[src/rtl/split_mixed_cond_pipe.sv]
// split_mixed_cond_pipe
//   Purpose : multi-channel conditional-select register stage. Each channel adds
//             a constant OFFSET to its input and sends the sum down a DEPTH-stage
//             pipeline. Every cycle, each channel's registered output takes either
//             the last pipeline stage (condition high) or a 1-cycle override value
//             (condition low).
//   Latency : override path 1 edge. Pipelined path: a value sampled on edge N is
//             on out_val_e after edge N+DEPTH. The sampling edge is the first of
//             the DEPTH+1 edges involved, so DEPTH=1 gives the 2-edge behaviour.
//   Flow    : no backpressure. The pipeline advances every cycle. A shared valid
//             bit travels with the data. Invalid data never overwrites the output;
//             the output holds its previous value instead.
//
// Ports
//   clk_e          clock, rising edge
//   rst_e          asynchronous active-high reset (release is synchronous to clk_e)
//   in_valid_e     qualifies in_val_e for every channel this cycle
//   in_val_e       channel c at bits [c*WIDTH +: WIDTH]
//   in_override_e  per-channel override value, same packing as in_val_e
//   condition_e    per-channel select: 1 = pipelined sum, 0 = override
//   clr_ovf_e      synchronous clear of all sticky overflow flags
//   out_val_e      registered selected value per channel
//   status_e       1 = out_val_e[c] was loaded from the sum pipeline on the last edge
//   ovf_e          sticky per-channel overflow flag (carry out of the offset add)
//   hit_count_e    saturating count of edges that left any status_e bit set

module split_mixed_cond_pipe #(
  parameter int WIDTH    = 8,
  parameter int CHANNELS = 2,
  parameter int DEPTH    = 1,
  parameter int OFFSET   = 5,
  parameter int SATURATE = 0,
  parameter int COUNT_W  = 16
) (
  input  logic                         clk_e,
  input  logic                         rst_e,
  input  logic                         in_valid_e,
  input  logic [CHANNELS*WIDTH-1:0]    in_val_e,
  input  logic [CHANNELS*WIDTH-1:0]    in_override_e,
  input  logic [CHANNELS-1:0]          condition_e,
  input  logic                         clr_ovf_e,
  output logic [CHANNELS*WIDTH-1:0]    out_val_e,
  output logic [CHANNELS-1:0]          status_e,
  output logic [CHANNELS-1:0]          ovf_e,
  output logic [COUNT_W-1:0]           hit_count_e
);

  // OFFSET is truncated to the channel width before the add.
  localparam logic [WIDTH-1:0] OFF_W = WIDTH'(OFFSET);

  // ---------------------------------------------------------------------------
  // Stage-0 sum and carry detection
  // ---------------------------------------------------------------------------
  logic [CHANNELS*WIDTH-1:0] stage0_d;
  logic [CHANNELS-1:0]       carry_d;

  always_comb begin
    logic [WIDTH:0] sum_full;
    stage0_d = '0;
    carry_d  = '0;
    sum_full = '0;
    for (int c = 0; c < CHANNELS; c++) begin
      // The add is done one bit wider so the carry-out is visible.
      sum_full = {1'b0, in_val_e[c*WIDTH +: WIDTH]} + {1'b0, OFF_W};
      carry_d[c] = sum_full[WIDTH];
      if ((SATURATE != 0) && sum_full[WIDTH]) begin
        stage0_d[c*WIDTH +: WIDTH] = '1;
      end else begin
        stage0_d[c*WIDTH +: WIDTH] = sum_full[WIDTH-1:0];
      end
    end
  end

  // ---------------------------------------------------------------------------
  // Sum pipeline: DEPTH stages. All channels share one valid bit per stage.
  // ---------------------------------------------------------------------------
  logic [CHANNELS*WIDTH-1:0] pipe_q [DEPTH];
  logic [DEPTH-1:0]          pipe_vld_q;

  always_ff @(posedge clk_e or posedge rst_e) begin
    if (rst_e) begin
      for (int k = 0; k < DEPTH; k++) begin
        pipe_q[k] <= '0;
      end
      pipe_vld_q <= '0;
    end else begin
      pipe_q[0]     <= stage0_d;
      pipe_vld_q[0] <= in_valid_e;
      for (int k = 1; k < DEPTH; k++) begin
        pipe_q[k]     <= pipe_q[k-1];
        pipe_vld_q[k] <= pipe_vld_q[k-1];
      end
    end
  end

  logic [CHANNELS*WIDTH-1:0] last_dat;
  logic                      last_vld;

  assign last_dat = pipe_q[DEPTH-1];
  assign last_vld = pipe_vld_q[DEPTH-1];

  // ---------------------------------------------------------------------------
  // Output select, overflow flags and hit counter (next state)
  // ---------------------------------------------------------------------------
  logic [CHANNELS*WIDTH-1:0] out_q,    out_d;
  logic [CHANNELS-1:0]       status_q, status_d;
  logic [CHANNELS-1:0]       ovf_q,    ovf_d;
  logic [COUNT_W-1:0]        cnt_q,    cnt_d;

  always_comb begin
    out_d    = out_q;
    status_d = '0;
    for (int c = 0; c < CHANNELS; c++) begin
      if (!condition_e[c]) begin
        out_d[c*WIDTH +: WIDTH] = in_override_e[c*WIDTH +: WIDTH];
      end else if (last_vld) begin
        out_d[c*WIDTH +: WIDTH] = last_dat[c*WIDTH +: WIDTH];
        status_d[c]             = 1'b1;
      end
      // condition high with an invalid last stage: the output keeps its old value.
    end
  end

  // Clear first, then OR in new overflows, so a set on the same edge wins.
  always_comb begin
    ovf_d = clr_ovf_e ? '0 : ovf_q;
    if (in_valid_e) begin
      ovf_d = ovf_d | carry_d;
    end
  end

  // The counter looks at next-state status so it counts the edge that produces
  // the hit. It sticks at all-ones and never wraps.
  always_comb begin
    cnt_d = cnt_q;
    if ((|status_d) && (cnt_q != '1)) begin
      cnt_d = cnt_q + COUNT_W'(1);
    end
  end

  always_ff @(posedge clk_e or posedge rst_e) begin
    if (rst_e) begin
      out_q    <= '0;
      status_q <= '0;
      ovf_q    <= '0;
      cnt_q    <= '0;
    end else begin
      out_q    <= out_d;
      status_q <= status_d;
      ovf_q    <= ovf_d;
      cnt_q    <= cnt_d;
    end
  end

  assign out_val_e   = out_q;
  assign status_e    = status_q;
  assign ovf_e       = ovf_q;
  assign hit_count_e = cnt_q;

endmodule

[config.mk]
export PLATFORM = sky130hd
export DESIGN_NAME = split_mixed_cond_pipe
export DESIGN_NICKNAME = d
export VERILOG_FILES = /design/src/rtl/split_mixed_cond_pipe.sv
export SDC_FILE = /design/constraint.sdc
export NUM_CORES = 1
export LEC_CHECK = 0
export CAP_MARGIN = 20
export CORE_MARGIN = 3
export CORE_UTILIZATION = 35
export CTS_BUF_LIST = sky130_fd_sc_hd__clkbuf_16
export DETAILED_ROUTE_END_ITERATION = 8
export GPL_TIMING_DRIVEN = 1
export HOLD_SLACK_MARGIN = 0.02
export PLACE_DENSITY = 0.73
export SLEW_MARGIN = 20
export SYNTH_ARGS = -nofsm -noshare
export SYNTH_HDL_FRONTEND = slang
export SYNTH_SLANG_ARGS = --single-unit
export TNS_END_PERCENT = 1
[constraint.sdc]
create_clock -name clk_e -period 1.9 [get_ports clk_e]
set_input_delay 0.19 -clock clk_e [delete_from_list [all_inputs] [get_ports clk_e]]
set_output_delay 0.19 -clock clk_e [all_outputs]
set_load 0.1 [all_outputs]
# == Yosys cells after proc, flatten, opt, wreduce, memory -nomap -nowiden ==
# Index checks and enable logic that the tools add are counted.
# classes
order_cmp,0
bitwise,1
div,0
n_addsub,3
eq_ne,3
multipliers,0
n_mux,9
shifts,0
reduce_logical,2
# ops
operator,n
8-bit two-way mux,4
"8-bit by 3-bit adder with 9-bit output, second input constant",2
"16-bit by 1-bit adder with 16-bit output, second input constant",1
"16-bit != test, second input constant",1
2-bit two-way mux,2
"2-bit by 1-bit != test with 1-bit output, second input constant",2
1-bit two-way mux,3
2-bit bitwise OR,1
2-bit OR reduction,1
1-bit logical AND,1
# word_totals
out_inout_bits,36
in_bits,38
latchBits,0
mem_bits_rw,0
romBits,0
n_memories,0
register_bits,53

# == Depth between registers and ports, before layout ==
# Gate-level depths: netlist of run 1.
# logic_depth
word_depth,4
depth_mapped,6

# == Least setup slack after synthesis of run 1 ==
# Ideal clock, no wire load.
# synth_path
path_type,register to register
startpoint,reg cnt_q[0] (netlist: hit_count_e[0])
endpoint,reg cnt_q[1] (netlist: hit_count_e[1])
stages_incl_launch_ff,6
path_slack_ns,-0.484
setup_time_ns,0.127
synth_period_minus_slack_ns,2.384
arrival_ns,2.258
path_buffers,0
path_cell_list,dfrtp_1 ha_1 nand3_1 nor4_4 nor2_2 mux2_4
# synth_via
elab_chain_cells,2
word_cells_on_any_way,3
# synth_rtl
item,line_no,rtl
from (decl),108,"logic [COUNT_W-1:0] cnt_q, cnt_d;"
from (signal assigned),151,cnt_q <= cnt_d;
"parallel branches: the longest is 2 deep, another holds 16-bit by 1-bit adder with 16-bit output",--,
# Parallel ways; which one is timed is not known.
# A chain may end at the register's enable or synchronous reset.

# == Worst setup path after layout of run 1 ==
# layout_path
startpoint,reg cnt_q[0] (netlist: hit_count_e[0])
endpoint,reg cnt_q[14] (netlist: hit_count_e[14])
# The elaborated chain is that of the path after synthesis.

==> qor.txt, run 1 <==
Max Cap Violations: 0
Starting Density: 36.8%
number of synthesized flops with an enable pin: 0
Antenna Nets Post-Route: 0
IO Count: 74
antenna cells: 0
#FFs+latches synth: 53
share of layout cells above drive strength 1: 26.0%
initial antenna violation count: 0
VDD IR max: 529 µV
sequential-to-total area share from yosys stat: 55.8%
synthesized instance count: 206
pwr dens: 1080 nW/µm²
Fin Hold WS: 0.271 ns
Post-synth top cells: 53 x dfrtp_1, 25 x nor2_1, 19 x a21oi_1, 16 x mux2i_1, 15 x xor2_1
crit path kind: reg -> reg
DRC viols: 0
DP HPWL: 3.81 mm
fmax: 0.597 GHz
post-DR vias/cell: 4.85
mapped cell area: 2380 µm²
Port Buffer Count: 73
Tightest Pin Transition: 0.351 ns
CP Launch Type: register
ys flop type: dfrtp_1
Synth async-reset ratio: 100%
Clock Latency Late Sink: 0.28 ns
Clock Skew: 0.00258 ns
Detailed Route WL: 5.06 mm
Final Hold Fails: 0
row cnt: 29
top cells by area, synth: dfrtp_1 56%, mux2i_1 6.7%, xor2_1 5.5%
Die Height: 88.4 µm
Mapped Nets: 247
Longest Clk Path Bufs: 2
Sink Count: 53
layout net count: 325
CP arrival: 1.88 ns
die area: 7810 µm²
setup violators final: 0
Reg clk slew, reported paths: 0.06 ns
CP max-delay cell: dfrtp_2
synth warn: 0
Root Driver: clkbuf_16
Tcrit/Tclk final: 88.1%
Final Cell Area: 3270 µm²
RSZ-0062 raised after global routing: false
crit end category: register
initial drt markers: 46
CP max FO: 7
die width: 88.4 µm
synth unique cells: 35
top-count cell post-synth: dfrtp_1
Leak: 1.49 nW
hold-fix buffers at CTS: 0
Post-DP Area: 3140 µm²
Hold Crit Class: in -> async
WL per Instance: 14.0 µm
Core ar.: 6460 µm²
CTS Buf Count: 5
minimum clock period: 1.67 ns
placed cells: 354
CTS-repair resized insts: 0
Synth area leader: dfrtp_1
vias in the first global route: 1,764
Area Overhead vs Synth: 37.7%
non-filler instance count after layout: 362
DRT Pass-1 Iters: 4
status: complete, no violations
DR vias: 1,757
overall power: 3.53 mW
Post-Syn Area per Cell: 11.5 µm²
WP data required: 2.11 ns
Worst path max stage delay: 0.41 ns
overall routing resource usage: 13.8%
htree depth: 2
Post-CTS Setup Inserts: 0
first-pass GRT wire length: 8.37 mm
CP Cell Sequence: ha_1, nand3_1, or2_1, a2111oi_2, xor2_1
post-synth top area share: 55.8%
max_slew headroom: 76.4%
fin. max-slew vios: 0
gp weighted congestion: 0.790
pre-CTS setup slack: 0.0395 ns
worst setup margin: 0.226 ns
largest net degree at the start of global routing: 54
gr ovfl total: 0
CTS tree: built
[worst paths after layout]
check	from	to	slack (ns)	cells past startpoint
setup / recovery	hit_count_e[0]	hit_count_e[14]	0.23	5
hold / removal	rst_e	hit_count_e[6]	0.27	3
setup reg to reg	hit_count_e[0]	hit_count_e[14]	0.23	5
hold reg to reg	hit_count_e[14]	hit_count_e[14]	0.50	1
max in group asynchronous	rst_e	hit_count_e[9]	1.37	3
min in group clk_e	in_val_e[8]	last_dat[8]	0.46	2
[layout by cell type (no fill, tap or decap), types with 3 or more instances in the layout]
cell,n
xnor2_1,9
a21oi_1,19
clkdlybuf4s50_1,37
nor2_1,25
xor2_1,15
nand3_1,6
inv_1,7
ha_1,3
mux2i_1,16
dfrtp_2,16
buf_4,41
nand4_1,4
clkbuf_16,5
nor3_1,7
o21ai_0,4
dfrtp_1,37
nand2_1,7
[power breakdown]
| group | internal, mW | leakage [nW] | switching (mW) |
|---|---|---|---|
| Combinational | 0.330 | 0.798 | 0.958 |
| Clock | 0.474 | 0.0738 | 0.365 |
| Sequential | 1.27 | 0.621 | 0.125 |
[logic make-up (layout without fill, tap and decap cells)]
logic type	after synthesis	count (layout)	synth area share, %
and+or+nand+nor	63	63	14.4
DFF	53	53	55.8
AOI/OAI and AO/OA	32	32	8.74
xor gates and xnor gates	24	24	8.85
muxes	17	17	7.37
buffers and inverters	14	93	3.26
adders and majority gates	3	3	1.58
[sequential cells by signal, indices dropped and copies added (netlist names)]
register and cells:
out_val_e 16, hit_count_e 16, status_e 2, last_vld 1, last_dat 16, ovf_e 2
[layer usage]
| layer | routed length, µm | vias to the layer above | part of all wire [%] | GRT usage, % |
|---|---|---|---|---|
| met2 | 2440 | 56 | 48 | 21.7 |
| met1 | 2170 | 823 | 43 | 18.5 |
| met3 | 381 | 6 | 7.5 | 3.91 |
| met4 | 71 | 0 | 1.4 | 4.53 |
| met5 | 0 | - | 0 | 0 |
| li1 | - | 872 | - | - |
[metrics by stage]
step                      util, %  TNS [ns]
after global routing         50.7         0
after floorplan                 -    -0.729
after global placement       48.5         0
after detailed placement     48.5         0
final                        50.7         0
after CTS                    50.7         0
[worst max-delay path: cells and delay by family (launching register included)]
kind | cells | cell delay, ns
AND/OR/NAND/NOR | 2 | 0.49
flip-flops | 1 | 0.41
XOR/XNOR | 1 | 0.17
AO/OA/AOI/OAI | 1 | 0.36
adder cells (fa/ha/maj) | 1 | 0.17
[layout make-up]
cell class | count | area, µm²
Fill cell | 611 | 3190
Sequential cell | 53 | 1350
Multi-Input combinational cell | 139 | 972
Timing Repair Buffer | 79 | 698
Clock buffer | 5 | 125
Tap cell | 77 | 96.3
Inverter | 6 | 22.5
Clock inverter | 3 | 11.3
(Power assumes the default switching activity.)
==> run 2, diff against run 1 <==
Settings changed: PLACE_DENSITY 0.73 to 0.75.
Clock period 1.9 ns to 1.5 ns, I/O delays scaled along.
==> run 2 against run 1 <==
The flow now finishes with violations (setup timing). Hold slack got worse by 0.045 ns. Utilization increased by 11 points. Non-clock buffer count increased by 24. Sequential cell count unchanged. Sequential power increased by 26%. Clock-buffer cell count unchanged. Worst setup slack got worse by 0.27 ns. First-iteration DRC count increased by 52%. Critical path type unchanged. Highest routed layer unchanged.
==> qor.txt, run 2 (synthesized netlist as in run 1, its figures left out) <==
die area: 7810 µm² (unchanged)
DP HPWL: 4.25 mm (+11%)
CP Launch Type: register
CP arrival: 1.74 ns (-0.14 ns)
hold-fix buffers at CTS: 0 (unchanged)
Layout fillers: 510 (-17%)
gp weighted congestion: 0.840 (+6.4%)
fmax: 0.647 GHz (+8.4%)
minimum clock period: 1.54 ns (-0.129 ns)
Final Hold Fails: 0 (unchanged)
Tightest Pin Transition: 0.353 ns (+0.00139 ns)
post-DR vias/cell: 4.84 (-0.35%)
CTS Buf Count: 5 (unchanged)
Clock Skew: 0.00457 ns (+0.00199 ns)
Post-CTS Setup Inserts: 0 (unchanged)
Leak: 1.77 nW (+18%)
Max Cap Violations: 0 (unchanged)
htree depth: 2 (unchanged)
VDD IR max: 613 µV (+16%)
crit end category: register
Worst path max stage delay: 0.41 ns (about the same)
CP max FO: 4 (-3)
CP Launch Point: hit_count_e[0]
gr ovfl total: 0 (unchanged)
antenna cells: 0 (unchanged)
Sink Count: 53 (unchanged)
vias in the first global route: 1,988 (+13%)
CP max-delay cell: dfrtp_2
setup violators final: 4 (+4)
overall routing resource usage: 15.2% (+1.4 points)
Root Driver: clkbuf_16
WP data required: 1.70 ns (-0.41 ns)
row cnt: 29 (unchanged)
Starting Density: 36.8% (unchanged)
layout net count: 349 (+7.4%)
Core ar.: 6460 µm² (unchanged)
WL per Instance: 14.0 µm (+0.20%)
RSZ-0062 raised after global routing: true
status: complete, but fails checks
Longest Clk Path Bufs: 2 (unchanged)
DR vias: 1,867 (+6.3%)
max_slew headroom: 76.5% (+0.098 points)
initial drt markers: 70 (+52%)
Port Buffer Count: 73 (unchanged)
reg2reg path depth: 6 (+1)
Worst R2R Setup Slack: -0.04 ns (-0.27 ns)
crit path kind: reg -> reg
CTS tree: built
DRT Pass-1 Iters: 4 (unchanged)
Die Height: 88.4 µm (unchanged)
share of layout cells above drive strength 1: 34.6% (+8.7 points)
IO Count: 74 (unchanged)
fin. max-slew vios: 0 (unchanged)
reg2reg end: hit_count_e[5]
pre-CTS setup slack: -0.235 ns (-0.275 ns)
Buf+Inv Stages, Crit Path: 1 (+1)
CP Cell Sequence: ha_1, nand3_2, nor4_4, buf_4, nor4_1, xor2_1
largest net degree at the start of global routing: 54 (unchanged)
Top delay family on crit path: simple AND/OR/NAND/NOR gates
most frequent cells in the layout: 37 x clkdlybuf4s50_1, 37 x dfrtp_1, 37 x buf_12
Antenna Nets Post-Route: 0 (unchanged)
Tcrit/Tclk final: 103% (+15 points)
Clock Latency Late Sink: 0.29 ns (about the same)
first-pass GRT wire length: 9.23 mm (+10%)
initial antenna violation count: 0 (unchanged)
DRC viols: 0 (unchanged)
pwr dens: 1280 nW/µm² (+19%)
overall power: 5.10 mW (+45%)
die width: 88.4 µm (unchanged)
RR Startpoint: hit_count_e[0]
Hold Crit Class: in -> async
Area Overhead vs Synth: 67.7%
worst setup margin: -0.0447 ns (-0.271 ns)
failing checks: setup timing
Detailed Route WL: 5.40 mm (+6.8%)
Reg clk slew, reported paths: 0.07 ns (about the same)
Final Util: 61.7% (+11 points)
run 2: repair_timing:
action,CTS,global route
gates resized for setup,6,5
hold endpoints to repair,0,0
setup endpoints to repair,11,14
pin swaps,2,1
cloned,0,0
run 2: how the worst max path moves through the flow:
stage	end	slack [ns]	cells after the start
after floorplan	hit_count_e[1]	-0.55	5
after global placement	hit_count_e[15]	-0.21	5
after detailed placement	hit_count_e[15]	-0.24	5
after CTS	hit_count_e[15]	-0.03	5
after global routing	hit_count_e[15]	-0.18	5
final	hit_count_e[5]	-0.04	6
run 2: power breakdown:
| group | switching [mW] | internal, mW |
|---|---|---|
| registers | 0.152 | 1.61 |
| clock network | 0.496 | 0.621 |
| logic | 1.34 | 0.882 |
run 2: through the flow:
stage                     instance area, µm²  instances  hold WS, ns  setup TNS (ns)
after global routing                    3980        386        0.246          -0.972
after CTS                               3960        386        0.237          -0.102
after detailed placement                3770        378        0.516           -1.76
after global placement                  3770        378        0.495           -1.23
final                                   3980        386        0.226         -0.0825
after floorplan                         2400        206        0.181           -7.45
run 2: area by class of cell:
| cell class | count | area (µm²) | share of cell area, % |
|---|---|---|---|
| timing repair buffer | 103 | 1330 | 33.4 |
| sequential | 53 | 1350 | 33.8 |
| multi-input combinational | 139 | 1040 | 26.1 |
| tap | 77 | 96.3 | 2.42 |
| clock buffer | 5 | 125 | 3.14 |
| inverter | 6 | 22.5 | 0.565 |
| clock inverter | 3 | 21.3 | 0.534 |
run 2: layer usage:
layer / track usage, % / up-vias / wire [µm] / share of wire, %
li1: - / 923 / - / -
met2: 26.6 / 52 / 2850 / 53
met3: 3.72 / 2 / 257 / 4.8
met5: 0 / - / 0 / 0
met1: 18.7 / 890 / 2280 / 42
met4: 3.98 / 0 / 19 / 0.35
run 2: tightest hold or removal path, stage by stage:
cell and delay [ns]:
clkdlybuf4s50_1 0.41, inv_2 0.07, buf_12 0.26
